### config.mk
export PLATFORM = sky130hd
export DESIGN_NAME = multi_cycle_control
export DESIGN_NICKNAME = d
export VERILOG_FILES = /design/src/rtl/multi_cycle_control.sv
export SDC_FILE = /design/constraint.sdc
export NUM_CORES = 1
export LEC_CHECK = 0
export ABC_CLOCK_PERIOD_IN_PS = 4300
export CAP_MARGIN = 10
export CORE_MARGIN = 2
export CORE_UTILIZATION = 44
export DETAILED_ROUTE_END_ITERATION = 10
export HOLD_SLACK_MARGIN = 0.15
export MAX_ROUTING_LAYER = met4
export PLACE_DENSITY = 0.87
export SETUP_SLACK_MARGIN = 0.15
export SKIP_LAST_GASP = 1
export SLEW_MARGIN = 30
export SYNTH_ARGS = -nofsm -noshare
export SYNTH_HDL_FRONTEND = slang
export SYNTH_SLANG_ARGS = --single-unit
### constraint.sdc
create_clock -name clk -period 4.3 [get_ports clk]
set_input_delay 0.645 -clock clk [delete_from_list [all_inputs] [get_ports clk]]
set_output_delay 0.645 -clock clk [all_outputs]
set_load 0.01 [all_outputs]
### src/rtl/multi_cycle_control.sv
// multi_cycle_control
//   Multi-cycle datapath controller. The opcode is decoded in DECODE and each
//   instruction class then walks through its own short chain of states.
//   Outputs are decoded from the registered state. In DECODE, MEM_ADDR,
//   BRANCH and I_EXEC the opcode selects the flavour of those outputs. The
//   opcode is held stable for the whole instruction, so this selection is
//   safe.
//
// Ports
//   clk            rising-edge clock
//   reset          synchronous active-high reset; all outputs are 0 while high
//   OP[5:0]        opcode field
//   Funct[5:0]     function field, meaningful only when OP = 0x00
//   IRWrite .. IllegalOp   1-bit datapath strobes and selects
//   ALUSrcB[1:0]   ALU B operand select
//   PCSource[1:0]  next-PC select
//   ALUOp[3:0]     operation code for the ALU control stage
//   State[3:0]     current state code (debug)
//
// State table
//   code | state     | meaning
//   0    | FETCH     | read instruction, PC <= PC + 4
//   1    | DECODE    | register read, compute branch target, dispatch on OP
//   2    | MEM_ADDR  | compute effective address for LW/SW
//   3    | MEM_READ  | read data memory
//   4    | MEM_WB    | write load data to rt
//   5    | MEM_WRITE | write data memory
//   6    | R_EXEC    | R-type ALU operation
//   7    | R_WB      | write ALU result to rd
//   8    | BRANCH    | BEQ/BNE compare and conditional PC write
//   9    | JUMP      | PC <= jump target
//   10   | I_EXEC    | immediate ALU operation
//   11   | I_WB      | write ALU result to rt
//   12   | JR        | PC <= rs
//   13-15| (illegal) | recover to FETCH

module multi_cycle_control (
  input  logic       clk,
  input  logic       reset,
  input  logic [5:0] OP,
  input  logic [5:0] Funct,
  output logic       IRWrite,
  output logic       PCWrite,
  output logic       PCWriteCond,
  output logic       PCWriteCondNE,
  output logic       IorD,
  output logic       MemRead,
  output logic       MemWrite,
  output logic       MemtoReg,
  output logic       RegDst,
  output logic       RegWrite,
  output logic       ALUSrcA,
  output logic       IllegalOp,
  output logic [1:0] ALUSrcB,
  output logic [1:0] PCSource,
  output logic [3:0] ALUOp,
  output logic [3:0] State
);

  localparam logic [3:0] S_FETCH     = 4'd0;
  localparam logic [3:0] S_DECODE    = 4'd1;
  localparam logic [3:0] S_MEM_ADDR  = 4'd2;
  localparam logic [3:0] S_MEM_READ  = 4'd3;
  localparam logic [3:0] S_MEM_WB    = 4'd4;
  localparam logic [3:0] S_MEM_WRITE = 4'd5;
  localparam logic [3:0] S_R_EXEC    = 4'd6;
  localparam logic [3:0] S_R_WB      = 4'd7;
  localparam logic [3:0] S_BRANCH    = 4'd8;
  localparam logic [3:0] S_JUMP      = 4'd9;
  localparam logic [3:0] S_I_EXEC    = 4'd10;
  localparam logic [3:0] S_I_WB      = 4'd11;
  localparam logic [3:0] S_JR        = 4'd12;

  localparam logic [5:0] OP_RTYPE = 6'h00;
  localparam logic [5:0] OP_J     = 6'h02;
  localparam logic [5:0] OP_BEQ   = 6'h04;
  localparam logic [5:0] OP_BNE   = 6'h05;
  localparam logic [5:0] OP_ADDI  = 6'h08;
  localparam logic [5:0] OP_ANDI  = 6'h0C;
  localparam logic [5:0] OP_ORI   = 6'h0D;
  localparam logic [5:0] OP_LUI   = 6'h0F;
  localparam logic [5:0] OP_LW    = 6'h23;
  localparam logic [5:0] OP_SW    = 6'h2B;
  localparam logic [5:0] FN_JR    = 6'h08;

  logic [3:0] state;
  logic [3:0] state_next;
  logic [3:0] dispatch;
  logic       op_illegal;

  // Dispatch target out of DECODE. An unknown opcode returns to FETCH and
  // is flagged through IllegalOp.
  always_comb begin
    dispatch   = S_FETCH;
    op_illegal = 1'b0;
    case (OP)
      OP_LW, OP_SW:                   dispatch = S_MEM_ADDR;
      OP_RTYPE:                       dispatch = (Funct == FN_JR) ? S_JR : S_R_EXEC;
      OP_BEQ, OP_BNE:                 dispatch = S_BRANCH;
      OP_J:                           dispatch = S_JUMP;
      OP_ADDI, OP_ORI, OP_ANDI, OP_LUI: dispatch = S_I_EXEC;
      default:                        op_illegal = 1'b1;
    endcase
  end

  always_ff @(posedge clk) begin
    if (reset) state <= S_FETCH;
    else       state <= state_next;
  end

  always_comb begin
    state_next = S_FETCH;
    case (state)
      S_FETCH:     state_next = S_DECODE;
      S_DECODE:    state_next = dispatch;
      S_MEM_ADDR:  state_next = (OP == OP_LW) ? S_MEM_READ : S_MEM_WRITE;
      S_MEM_READ:  state_next = S_MEM_WB;
      S_R_EXEC:    state_next = S_R_WB;
      S_I_EXEC:    state_next = S_I_WB;
      default:     state_next = S_FETCH;
    endcase
  end

  // Everything is held at 0 while reset is high. This keeps an instruction
  // interrupted by reset from issuing any PC, register or memory write.
  always_comb begin
    IRWrite       = 1'b0;
    PCWrite       = 1'b0;
    PCWriteCond   = 1'b0;
    PCWriteCondNE = 1'b0;
    IorD          = 1'b0;
    MemRead       = 1'b0;
    MemWrite      = 1'b0;
    MemtoReg      = 1'b0;
    RegDst        = 1'b0;
    RegWrite      = 1'b0;
    ALUSrcA       = 1'b0;
    IllegalOp     = 1'b0;
    ALUSrcB       = 2'b00;
    PCSource      = 2'b00;
    ALUOp         = 4'b0000;
    State         = 4'd0;
    if (!reset) begin
      State = state;
      case (state)
        S_FETCH: begin
          MemRead = 1'b1;
          IRWrite = 1'b1;
          ALUSrcB = 2'b01;
          ALUOp   = 4'b0001;
          PCWrite = 1'b1;
        end
        S_DECODE: begin
          ALUSrcB   = 2'b11;
          ALUOp     = 4'b0001;
          IllegalOp = op_illegal;
        end
        S_MEM_ADDR: begin
          ALUSrcA = 1'b1;
          ALUSrcB = 2'b10;
          ALUOp   = (OP == OP_LW) ? 4'b0110 : 4'b0101;
        end
        S_MEM_READ: begin
          MemRead = 1'b1;
          IorD    = 1'b1;
        end
        S_MEM_WB: begin
          RegWrite = 1'b1;
          MemtoReg = 1'b1;
        end
        S_MEM_WRITE: begin
          MemWrite = 1'b1;
          IorD     = 1'b1;
        end
        S_R_EXEC: begin
          ALUSrcA = 1'b1;
          ALUOp   = 4'b1111;
        end
        S_R_WB: begin
          RegWrite = 1'b1;
          RegDst   = 1'b1;
        end
        S_I_EXEC: begin
          ALUSrcA = 1'b1;
          ALUSrcB = 2'b10;
          case (OP)
            OP_ORI:  ALUOp = 4'b0010;
            OP_ANDI: ALUOp = 4'b0011;
            OP_LUI:  ALUOp = 4'b0100;
            default: ALUOp = 4'b0001;
          endcase
        end
        S_I_WB: begin
          RegWrite = 1'b1;
        end
        S_BRANCH: begin
          ALUSrcA  = 1'b1;
          PCSource = 2'b01;
          if (OP == OP_BNE) begin
            ALUOp         = 4'b1000;
            PCWriteCondNE = 1'b1;
          end else begin
            ALUOp       = 4'b0111;
            PCWriteCond = 1'b1;
          end
        end
        S_JUMP: begin
          PCWrite  = 1'b1;
          PCSource = 2'b10;
        end
        S_JR: begin
          PCWrite  = 1'b1;
          PCSource = 2'b11;
          ALUOp    = 4'b1111;
        end
        default: begin
        end
      endcase
    end
  end

endmodule

==> impl_metrics.toml, run 1 <==
[global_routing]
grt_max_degree = 26
grt_pass1_vias = 882
grt_overflow = 0
grt_usage_pct = 22.91
antenna_found_initial = 0
grt_pass1_wl_mm = 3.753

[timing]
tns_ns = 0
hold_violations = 0
slew-limit-headroom_pct = 47.37
setup_viol = 0
rsz0062_at_grt = "no"
finalWorstSetupSlack_ns = 0.6852
period_share_pct = 84.07
holdWs_ns = 0.8590
finClkSkew_ns = 0.003179
final-max-slew-violation-count = 0
fmax_mhz = 276.6
worst_slew_pin_slew_ns = 0.7883
period_needed_ns = 3.615

[synth]
synth_edf_count = 0
synth_fp_nets = 141
synth_cell_types = 41
synth_area_um2 = 830.8
ys_async_sr_fraction_pct = 0
synth_ff_type = "dfxtp_1"
synth_seq_cells = 4
synthTopCellsByArea = "dfxtp_1 (9.6%), nor2_1 (7.2%), a21oi_1 (6.0%), nor2b_1 (6.0%), nor4_1 (6.0%)"
synth_most_common_cell = "nor2_1"
yosysWarningCount = 0
synth_top_area_share_pct = 9.639
syn_inst = 127
ys_seq_area_share_pct = 9.639
synth_common_cells = "nor2_1 (16), a21oi_1 (10), nand2_1 (9)"
synth_largest_area_cell = "dfxtp_1"
avgSynthCellArea_um2 = 6.542

[worst_setup_path]
path_class = "in -> out"
worstPathRequired_ns = 3.65
cp.arrival_ns = 2.97
r2r-end = "state[0]$_SDFF_PP0_"
r2r_slack_ns = 2.49
reg2regPathDepth = 4
endpoint = "ALUOp[2]"
cp_max_fo = 9
r2r-start = "state[0]$_SDFF_PP0_"
setup.worst_path.start = "OP[4]"
critPathLaunchType = "primary input"
end_kind = "output port"

[cts]
insertion_delay_ns = 0.24
numCtsBuffers = 3
h-tree-depth = 1
cts_root_buf = "clkbuf_4"
cts_tree = "yes"
clkSinkCount = 4
hold_buffers = 0
cts_buffer_depth = 2
clkTransAtPathRegs_ns = 0.04
cts-resized-gates = 0
cts_setup_buffers = 0

[route]
dr_total_vias = 1050
drtAntennaViolNets = 0
drc = 0
drt-pass1-iter-count = 5
wire_per_inst_um = 13.02
vias_per_cell = 5.866
drt_first_iter_violations = 26
drt_wl_total_mm = 2.331

[die]
die_x_um = 47.46
dieArea_mm2 = 0.002252
die_y_um = 47.46
core_area_mm2 = 0.001745
rows = 15
start_util_pct = 47.60
io-pin-count = 38

[layout]
finalNonFillerCells = 179
multiInputGateArea_um2 = 669.4
n_fill_cell = 171
syn_to_final_growth_pct = 43.07
layout.nets = 170
regMostFlops = "state"
antennaDiodeCount = 0
largest_register_ff_count = 4
seq_area_um2 = 80.08
largestRegisters = "state: 4 flops"
layout-drive-gt1-share_pct = 10.39

[pwr]
power_leakage_nw = 0.4052
power_density_mw_per_mm2 = 123.9
peakVddDrop_mv = 0.1016

[placement]
dp.cells = 176
place_congestion = 0.9059
io_buffers = 37
preCtsSetupSlack_ns = 0.7261
dp_hpwl_mm = 1.747

[min_path]
hp-class = "reg -> reg"

[status]
status = "finished clean"

[flow_run]
cap_violations = 0
-- stage by stage --
step	power, mW	util [%]	cell area [µm²]
after floorplan	0.07450	-	830.8
after global placement	0.09921	66.81	1166
after detailed placement	0.1002	66.81	1166
after CTS	0.1460	68.10	1189
after global routing	0.1565	68.10	1189
final	0.1472	68.10	1189
-- worst min path at each step --
stage | startpoint | endpoint | cells after the start
finish | state[1]$_SDFF_PP0_ | state[2]$_SDFF_PP0_ | 2
global route | state[1]$_SDFF_PP0_ | state[2]$_SDFF_PP0_ | 2
CTS | state[1]$_SDFF_PP0_ | state[2]$_SDFF_PP0_ | 2
detailed placement | state[0]$_SDFF_PP0_ | state[0]$_SDFF_PP0_ | 1
global placement | state[0]$_SDFF_PP0_ | state[0]$_SDFF_PP0_ | 1
floorplan | state[1]$_SDFF_PP0_ | state[1]$_SDFF_PP0_ | 4
-- power breakdown --
group          total, mW  internal [mW]  switching (mW)
clock             0.0472         0.0313          0.0159
combinational     0.0566         0.0310          0.0255
sequential        0.0435         0.0382         0.00534
-- critical path, cell delays in order --
cell	delay (ns)
clkdlybuf4s50_1	0.54
or2_2	0.39
o41ai_1	0.33
nand2_1	0.09
a211oi_1	0.34
clkdlybuf4s50_1	0.62
-- cell type report --
class	count	area share, %
Inverter	2	0.6316
Multi-Input combinational cell	107	56.32
Sequential cell	4	6.737
Tap cell	25	2.632
Clock buffer	3	1.895
Timing Repair Buffer	38	31.79
-- layout by cell type, fill, tap and decap left out, drive strengths merged, types with 3 or more instances in the layout --
cell           netlist  layout
a211oi               3       3
and3                 4       4
clkbuf               6       3
dfxtp                4       4
nor2b                8       8
nor4                 8       8
nor3                 5       5
o31ai                4       4
a21oi               10      10
nor2                16      16
nand4b               3       3
xor2                 3       3
o21ai                3       3
nand2                9       9
nand2b               3       3
clkdlybuf4s50        0      37
or2                  5       5
-- metal layers --
metal	track usage, %	up-vias	share of wire [%]
li1	-	525	-
met1	27.60	471	44
met2	41.62	50	49
met3	1.132	4	6.1
met4	5.000	0	1.1
met5	-	-	0
-- cells by family after synthesis --
| kind of cell | after synthesis | synth area share (%) |
|---|---|---|
| AND/OR/NAND/NOR | 71 | 48.65 |
| AO/OA/AOI/OAI | 33 | 28.77 |
| buffers and inverters | 16 | 9.789 |
| flip-flops | 4 | 9.639 |
| XOR/XNOR | 3 | 3.163 |
No activity file was read; power rests on OpenSTA's default activity.
==> run 2: changes to the inputs <==
--- a/config.mk
+++ b/config.mk
@@ -5,14 +5,14 @@
 export SDC_FILE = /design/constraint.sdc
 export NUM_CORES = 1
 export LEC_CHECK = 0
-export ABC_CLOCK_PERIOD_IN_PS = 4300
+export ABC_CLOCK_PERIOD_IN_PS = 3070
 export CAP_MARGIN = 10
 export CORE_MARGIN = 2
-export CORE_UTILIZATION = 44
+export CORE_UTILIZATION = 37
 export DETAILED_ROUTE_END_ITERATION = 10
 export HOLD_SLACK_MARGIN = 0.15
 export MAX_ROUTING_LAYER = met4
-export PLACE_DENSITY = 0.87
+export PLACE_DENSITY = 0.79
 export SETUP_SLACK_MARGIN = 0.15
 export SKIP_LAST_GASP = 1
 export SLEW_MARGIN = 30
==> constraint.sdc (replaced) <==
create_clock -name clk -period 3.07 [get_ports clk]
set_input_delay 0.4605 -clock clk [delete_from_list [all_inputs] [get_ports clk]]
set_output_delay 0.4605 -clock clk [all_outputs]
set_load 0.01 [all_outputs]
==> impl_metrics.toml, run 2 (synthesis gave the netlist of run 1 again) <==
[timing]
hold_violations = 0
final-max-slew-violation-count = 0
finalWorstSetupSlack_ns = 0.3174
worst_slew_pin_slew_ns = 0.8131
slew-limit-headroom_pct = 45.72
period_needed_ns = 2.753
period_share_pct = 89.66
holdWs_ns = 0.6505
rsz0062_at_grt = "no"
tns_ns = 0
setup_viol = 0
fmax_mhz = 363.3
finClkSkew_ns = 0.01220

[global_routing]
grt_usage_pct = 21.12
grt_max_degree = 26
grt_pass1_vias = 958
antenna_found_initial = 0
grt_overflow = 0
grt_pass1_wl_mm = 4.146

[worst_setup_path]
path_class = "in -> out"
cp_max_fo = 7
end_kind = "output port"
setup.worst_path.start = "OP[3]"
slowest_delay_ns = 0.59
critPathLaunchType = "primary input"
cp_top_family = "buffers and inverters"
cp_slowest_cell = "clkdlybuf4s50_1"
r2r-start = "state[0]$_SDFF_PP0_"
worstPathRequired_ns = 2.61
cp.arrival_ns = 2.29
path_buf_inv = 3
cp_common_cell = "clkdlybuf4s50_1"
critical_path.cell_chain = "clkdlybuf4s50_1, nand3_1, buf_4, or2_2, nand2_1, nor4_1, clkdlybuf4s50_1"

[placement]
place_congestion = 0.9976
place_area_mm2 = 0.001222
dp_hpwl_mm = 2.000
io_buffers = 37
dp.cells = 186
preCtsSetupSlack_ns = 0.07140

[layout]
largest_register_ff_count = 4
n_fill_cell = 222
antennaDiodeCount = 0
syn_to_final_growth_pct = 54.07
largestRegisters = "state: 4 flops"
layout-drive-gt1-share_pct = 16.05
final_area_mm2 = 0.001280
final_core_util_pct = 59.00
final_cell_mix = "clkdlybuf4s50_1 (29), nor2_1 (16), a21oi_1 (10)"
finalNonFillerCells = 190
seq_area_um2 = 81.33
layout.nets = 178
layout_commonest_cell = "clkdlybuf4s50_1"
multiInputGateArea_um2 = 683.2
regMostFlops = "state"

[die]
die_x_um = 51.39
io-pin-count = 38
start_util_pct = 38.29
rows = 17
core_area_mm2 = 0.002170
die_y_um = 51.39
dieArea_mm2 = 0.002640

[flow_run]
cap_violations = 0

[route]
drc = 0
dr_total_vias = 1055
drtAntennaViolNets = 0
drt_first_iter_violations = 17
drt-pass1-iter-count = 4
wire_per_inst_um = 13.78
vias_per_cell = 5.553
drt_wl_total_mm = 2.619

[pwr]
power_leakage_nw = 0.5084
total_power_uw = 217.0
peakVddDrop_mv = 0.1884
power_density_mw_per_mm2 = 169.5

[min_path]
hp-class = "in -> reg"
hold_path.startpoint = "OP[1]"

[cts]
cts_buffer_depth = 2
cts_tree = "yes"
insertion_delay_ns = 0.25
clkSinkCount = 4
cts_root_buf = "clkbuf_4"
h-tree-depth = 1
numCtsBuffers = 3
clkTransAtPathRegs_ns = 0.04

[status]
status = "finished clean"
-- run 2: power by group --
group          switching (mW)  internal, mW
clock                  0.0246        0.0439
combinational          0.0393        0.0481
sequential            0.00770        0.0534
total                  0.0716         0.145
-- run 2: final cells by class --
cell class | instances | share of cell area (%)
multi-input cells | 107 | 53.37
repair buffers | 46 | 35.19
flip-flops and latches | 4 | 6.354
inverters | 2 | 0.5865
well taps | 28 | 2.737
clock buffers | 3 | 1.760
-- run 2: worst register-to-register path, stage by stage, from the launching register on --
cell,delay [ns]
dfxtp_1,0.84
nand2b_1,0.24
nor2_1,0.07
o21bai_1,0.35
nor4_1,0.10
-- run 2: per-layer routing --
metal	vias up	global-route usage [%]	part of all wire, %	wire (µm)
li1	537	-	-	-
met1	466	24.69	41	1085
met2	44	35.90	50	1320
met3	8	1.754	5.0	132
met4	0	10.96	3.0	79
met5	-	-	0	0
-- run 2: timing repair --
item / 4_1_cts / 5_1_grt
pin swaps: 0 / 1
resized for setup: 3 / 8
setup buffers: 0 / 1
hold buffers: 0 / 0
setup endpoints to repair: 4 / 3
-- run 2: worst paths after layout --
kind / end / slack, ns / cells past startpoint
min: state[0]$_SDFF_PP0_ / 0.65 / 3
max: IllegalOp / 0.32 / 7
min reg2reg: state[2]$_SDFF_PP0_ / 0.71 / 2
max reg2reg: state[2]$_SDFF_PP0_ / 1.30 / 4
